**src/rtl/nexys_starship_spawn_sched.sv**
```systemverilog
// Monster spawn scheduler: waits a level-dependent gap, picks a free terminal from an
// LFSR start point, requests a spawn there and waits a bounded time for the acknowledge.
module nexys_starship_spawn_sched #(
  parameter int         N_TERM        = 4,
  parameter int         BASE_GAP      = 6,
  parameter int         MAX_ACTIVE    = 2,
  parameter int         SPAWNS_PER_LV = 4,
  parameter int         ACK_TIMEOUT   = 4,
  parameter logic [7:0] LFSR_SEED     = 8'hA5
) (
  input  logic              timer_clk,
  input  logic              Reset,
  input  logic              play_flag,
  input  logic              gameover,
  input  logic [N_TERM-1:0] term_full,
  output logic [N_TERM-1:0] spawn_req,
  output logic              spawn_drop,
  output logic [1:0]        level,
  output logic [7:0]        spawn_total,
  output logic              sched_busy
);

  localparam int IDX_W = (N_TERM > 1) ? $clog2(N_TERM) : 1;
  localparam int GAP_W = $clog2(BASE_GAP + 1);
  localparam int ACK_W = (ACK_TIMEOUT > 1) ? $clog2(ACK_TIMEOUT) : 1;
  localparam int LV_W  = (SPAWNS_PER_LV > 1) ? $clog2(SPAWNS_PER_LV) : 1;
  localparam int POP_W = $clog2(N_TERM + 1);

  typedef enum logic [2:0] {
    S_IDLE,
    S_GAP,
    S_PICK,
    S_ISSUE,
    S_WAIT
  } state_t;

  state_t           state;
  logic [7:0]       lfsr;
  logic             lfsr_fb;
  logic [GAP_W-1:0] gap_cnt;
  logic [GAP_W-1:0] gap_len;
  logic [GAP_W-1:0] gap_step;
  logic [ACK_W-1:0] ack_cnt;
  logic [LV_W-1:0]  lv_cnt;
  logic [IDX_W-1:0] sel;
  logic [IDX_W-1:0] start;
  logic [IDX_W-1:0] pick_idx;
  logic             pick_found;
  logic [POP_W-1:0] full_cnt;
  logic             room;
  logic             abort;
  logic             ack;
  logic             timeout;

  assign lfsr_fb    = lfsr[7] ^ lfsr[5] ^ lfsr[4] ^ lfsr[3];
  assign sched_busy = (state != S_IDLE);
  assign abort      = (state != S_IDLE) && (gameover || !play_flag);
  assign ack        = term_full[sel];
  assign timeout    = (ack_cnt == ACK_W'(ACK_TIMEOUT - 1));
  assign start      = lfsr[IDX_W-1:0];

  // Spacing shrinks by one tick per level but never below one tick.
  // NOTE: every combinational output gets a default before any conditional
  // assignment, so no path leaves it unassigned and no latch is inferred.
  always_comb begin
    gap_len = GAP_W'(1);
    if (BASE_GAP - int'(level) > 1) gap_len = GAP_W'(BASE_GAP - int'(level));
  end

  assign gap_step = (gap_cnt >= gap_len) ? gap_len : gap_cnt + GAP_W'(1);

  always_comb begin
    full_cnt = '0;
    for (int i = 0; i < N_TERM; i++) full_cnt = full_cnt + POP_W'(term_full[i]);
  end

  assign room = int'(full_cnt) < MAX_ACTIVE;

  // Walk the ring backwards so the candidate closest to start is the one kept;
  // the index sum wraps naturally at IDX_W bits because N_TERM is a power of two.
  always_comb begin
    pick_found = 1'b0;
    pick_idx   = '0;
    for (int k = N_TERM - 1; k >= 0; k--) begin
      if (!term_full[start + IDX_W'(k)]) begin
        pick_found = 1'b1;
        pick_idx   = start + IDX_W'(k);
      end
    end
  end

  // NOTE: state registers use non-blocking assignments so every register
  // samples pre-edge values, independent of statement order.
  always_ff @(posedge timer_clk or posedge Reset) begin
    if (Reset) begin
      state       <= S_IDLE;
      spawn_req   <= '0;
      spawn_drop  <= 1'b0;
      level       <= '0;
      spawn_total <= '0;
      gap_cnt     <= '0;
      ack_cnt     <= '0;
      lv_cnt      <= '0;
      sel         <= '0;
      lfsr        <= LFSR_SEED;
    end else begin
      lfsr       <= {lfsr[6:0], lfsr_fb};
      spawn_drop <= 1'b0;

      // Leaving play beats any ack or timeout seen on the same edge.
      if (abort || state == S_IDLE) begin
        spawn_req   <= '0;
        level       <= '0;
        spawn_total <= '0;
        gap_cnt     <= '0;
        ack_cnt     <= '0;
        lv_cnt      <= '0;
        state       <= (state == S_IDLE && play_flag && !gameover) ? S_GAP : S_IDLE;
      end else begin
        case (state)
          S_GAP: begin
            // The tick on which gap_cnt reaches gap_len is the last gap tick.
            gap_cnt <= gap_step;
            if (gap_step == gap_len && room) state <= S_PICK;
          end

          S_PICK: begin
            if (pick_found) begin
              sel   <= pick_idx;
              state <= S_ISSUE;
            end else begin
              gap_cnt <= '0;
              state   <= S_GAP;
            end
          end

          S_ISSUE: begin
            spawn_req <= N_TERM'(1) << sel;
            ack_cnt   <= '0;
            state     <= S_WAIT;
          end

          S_WAIT: begin
            if (ack) begin
              spawn_req   <= '0;
              spawn_total <= spawn_total + 8'd1;
              gap_cnt     <= '0;
              state       <= S_GAP;
              if (lv_cnt == LV_W'(SPAWNS_PER_LV - 1)) begin
                lv_cnt <= '0;
                if (level != 2'd3) level <= level + 2'd1;
              end else begin
                lv_cnt <= lv_cnt + LV_W'(1);
              end
            end else if (timeout) begin
              spawn_req  <= '0;
              spawn_drop <= 1'b1;
              gap_cnt    <= '0;
              state      <= S_GAP;
            end else begin
              ack_cnt <= ack_cnt + ACK_W'(1);
            end
          end

          default: state <= S_IDLE;
        endcase
      end
    end
  end

endmodule

```
**config.mk**
```make
export PLATFORM = sky130hd
export DESIGN_NAME = nexys_starship_spawn_sched
export DESIGN_NICKNAME = d
export VERILOG_FILES = /design/src/rtl/nexys_starship_spawn_sched.sv
export SDC_FILE = /design/constraint.sdc
export NUM_CORES = 1
export LEC_CHECK = 0
export BUFFER_PORTS_ARGS = -buffer_cell sky130_fd_sc_hd__buf_2
export CORE_AREA = 2 2 66 68
export DETAILED_ROUTE_END_ITERATION = 12
export DIE_AREA = 0 0 68 70
export PLACE_DENSITY = 0.71
export SYNTH_ARGS = -nofsm -noshare
export SYNTH_HDL_FRONTEND = slang
export SYNTH_SLANG_ARGS = --single-unit
export TNS_END_PERCENT = 50
```
**constraint.sdc**
```tcl
create_clock -name timer_clk -period 2.3 [get_ports timer_clk]
set_clock_uncertainty 0.15 [all_clocks]
set_input_delay 0.345 -clock timer_clk [delete_from_list [all_inputs] [get_ports timer_clk]]
set_output_delay 0.345 -clock timer_clk [all_outputs]
set_load 0.005 [all_outputs]
```
==> impl_metrics.toml <==
[pwr]
switching_share = 0.2475
ir_drop_v = 0.0003862
comb_power_share = 0.097
finalPower_w = 0.001325
seqPwrFrac = 0.479
p_sw_w = 0.0003280
p_clk_frac = 0.424
power_density_mw_per_mm2 = 581.4
internal-power_w = 0.0009974
power_leakage_nw = 1.097

[die]
io_pins = 24
die-area_mm2 = 0.004760
initial_utilization = 0.4707
die_w_um = 68
core_mm2 = 0.004144
die_y_um = 70
rows = 24

[synth]
netlist_area_mm2 = 0.001951
ys_ff_latch = 35
yosys.area.top_type_share = 0.3977
yosys.area.top_type = "dfrtp_1"
yosysUniqueCellTypes = 47
synth_nets = 212
syn-instance-count = 193
synthTopCellsByArea = "dfrtp_1 40%, ha_1 6.4%, dfstp_2 5.4%"
yosys_warnings = 0
synth-main-ff-cell = "dfrtp_1"
async_flop_share = 1.000
synth_most_common_cell = "dfrtp_1"
synth_commonest_cells = "31 x dfrtp_1, 19 x nand2_1, 13 x inv_1, 13 x nor2_1, 13 x o21ai_0"
synth_edf_count = 0
avgSynthCellArea_um2 = 10.11
ys_seq_area_frac = 0.4516

[global_routing]
grt_first_pass_wirelength_mm = 6.734
antenna_found_initial = 0
track_usage = 0.1882
grt_start_max_net_pins = 36
first_global_vias = 1454
globalRouteOverflowTotal = 0

[cells_and_area]
stdcell_area_mm2 = 0.002280
area_growth_pct = 16.87
ff_latch_area_um2 = 882.1
nFillCells = 393
num_antenna_cells = 0
multiInputGateArea_um2 = 999.7
nNetsFinal = 243
drive_gt1_frac = 0.2622

[cts]
clockBufferDepth = 2
clkTransAtPathRegs_ns = 0.08
root_buffer = "clkbuf_8"
clkSinkCount = 35
clock_latency_ns = 0.29
cts_tree = "yes"
hold_buffers = 0
numCtsBuffers = 5
h-tree-depth = 2

[detailed_routing]
drt_iter0_markers = 103
wire_per_inst_um = 14.42
vias_per_cell = 5.538
wirelength_mm = 3.995
drt_first_pass_iters = 4
antenna_left = 0
drc_errors = 0
vias = 1534

[sta]
tightest_slew_ns = 0.4707
hold_ws_ns = -0.01145
rsz0062_at_grt = "no"
max_freq_ghz = 0.4727
slew_headroom = 0.6856
drv_slew = 0
hold_viol = 9
period_share = 0.9199
setup-violations-final = 0
timing.final.crit_period_ns = 2.116

[worst_setup_path]
crit_path_end_kind = "register"
worstPathArrival_ns = 2.15
cpMostUsedCell = "ha_1"
cp_cell_sequence = "ha_1, o21ai_1, nand2_1, ha_1, o21ai_2, o2bb2ai_2, buf_6, a2bb2oi_2, a32o_1"
r2r_slack_ns = 0.18
slowest_delay_ns = 0.43
critical-path-slowest-cell = "dfrtp_2"
setup.worst_path.start_class = "register"
cp_data_required_time_ns = 2.34
path_max_fanout = 5
crit_type = "register to register"

[placement]
hpwl_mm = 2.920
place_area_mm2 = 0.002135
io_buffers = 23
gp_congestion = 0.7971

[outcome]
status = "finished with violations"
failed_checks = "hold timing"

[run]
max_cap_violations = 0

[worst_hold_path]
hold_path_class = "input pin to async pin"
==> layout make-up <==
type | instances | area share
Multi-Input combinational cell | 139 | 0.4385
Sequential cell | 35 | 0.3869
Timing Repair Buffer | 30 | 0.07519
Clock buffer | 5 | 0.03019
Tap cell | 52 | 0.02854
Inverter | 13 | 0.02141
Clock inverter | 3 | 0.01921
==> flip-flops by register name (all words and copies together), names as in the netlist <==
signal	count
spawn_total	8
spawn_drop	1
gap_cnt	3
sel	2
lfsr	8
spawn_req	4
ack_cnt	2
state	3
lv_cnt	2
level	2
==> power groups by stage <==
stage	sequential (W)	combinational (W)	clock [W]
final	0.000635	0.000129	0.000562
after floorplan	0.000641	0.0000971	0
after global routing	0.000635	0.000146	0.000609
after global placement	0.000646	0.000122	0
after CTS	0.000634	0.000125	0.000575
after detailed placement	0.000646	0.000124	0
==> stage by stage <==
stage	setup TNS [ns]	worst slack [ns]	hold slack, ns	utilization	instances
floorplan	0	0.01713	0.1830	-	193
global placement	0	0.05743	0.1869	0.5151	268
detailed placement	-0.01146	-0.01146	0.1939	0.5151	268
CTS	0	0.01234	0.006644	0.5423	276
global route	0	0.02028	0.02967	0.5501	277
finish	0	0.1843	-0.01145	0.5501	277
==> cell usage in the layout (no fill, tap or decap), types with 2 or more instances in the layout <==
master    synthesis  layout
dfrtp_1          31      30
a22o_1            4       4
mux2_2            3       2
a21oi_1          10      10
and3_1            3       3
a21o_1            2       2
nand2_1          19      19
ha_1             10      10
o21ai_1           2       3
xor2_1            2       2
a32o_1            4       4
nand4_1           2       2
o21ai_0          13      11
inv_1            13      12
buf_4             0       6
clkbuf_8          0       5
nand3b_1          4       4
xnor2_1           6       6
nor2_1           13      13
o31ai_1           4       4
o22ai_1           3       2
nor2b_1           2       2
buf_2             1      23
nor3_1            5       5
and2_1            3       3
nand3_1           5       5
dfstp_2           4       4
==> metal layers <==
metal	track usage	wire, um
met1	0.2440	1800
met2	0.2913	1993
met3	0.05475	143
met4	0.07556	57
met5	0	0
==> logic make-up after synthesis <==
group,count (synthesis),synth area share
DFF,35,0.4516
and+or+nand+nor,63,0.1629
adders and majority gates,11,0.07441
muxes,5,0.03399
xor gates and xnor gates,8,0.03592
AOI/OAI and AO/OA,52,0.1918
buffers and inverters,19,0.04938
==> path summary, 6_finish.rpt <==
path,from,end,cells past startpoint
setup / recovery,level[0]$_DFFE_PP0P_,state[0]$_DFFE_PP0P_,9
hold / removal,Reset,spawn_total[1]$_DFFE_PP0P_,3
setup reg to reg,level[0]$_DFFE_PP0P_,state[0]$_DFFE_PP0P_,9
hold reg to reg,lfsr[6]$_DFF_PP0_,lfsr[7]$_DFF_PP1_,0
max in group asynchronous,Reset,lfsr[2]$_DFF_PP1_,3
min in group timer_clk,lfsr[6]$_DFF_PP0_,lfsr[7]$_DFF_PP1_,0
==> worst max-delay path, delay by kind of cell (launching register included) <==
family,cells,cell delay [ns]
AO/OA/AOI/OAI,5,0.71
adder cells (fa/ha/maj),2,0.49
buffers and inverters,1,0.13
flip-flops,1,0.43
AND/OR/NAND/NOR,1,0.08
==> timing repair <==
| action | CTS | global route |
|---|---|---|
| endpoints found under the setup margin | 3 | 5 |
| pin swaps | 0 | 3 |
| buffers inserted | 0 | 1 |
| gates resized for setup | 1 | 8 |
(Power assumes the default switching activity.)
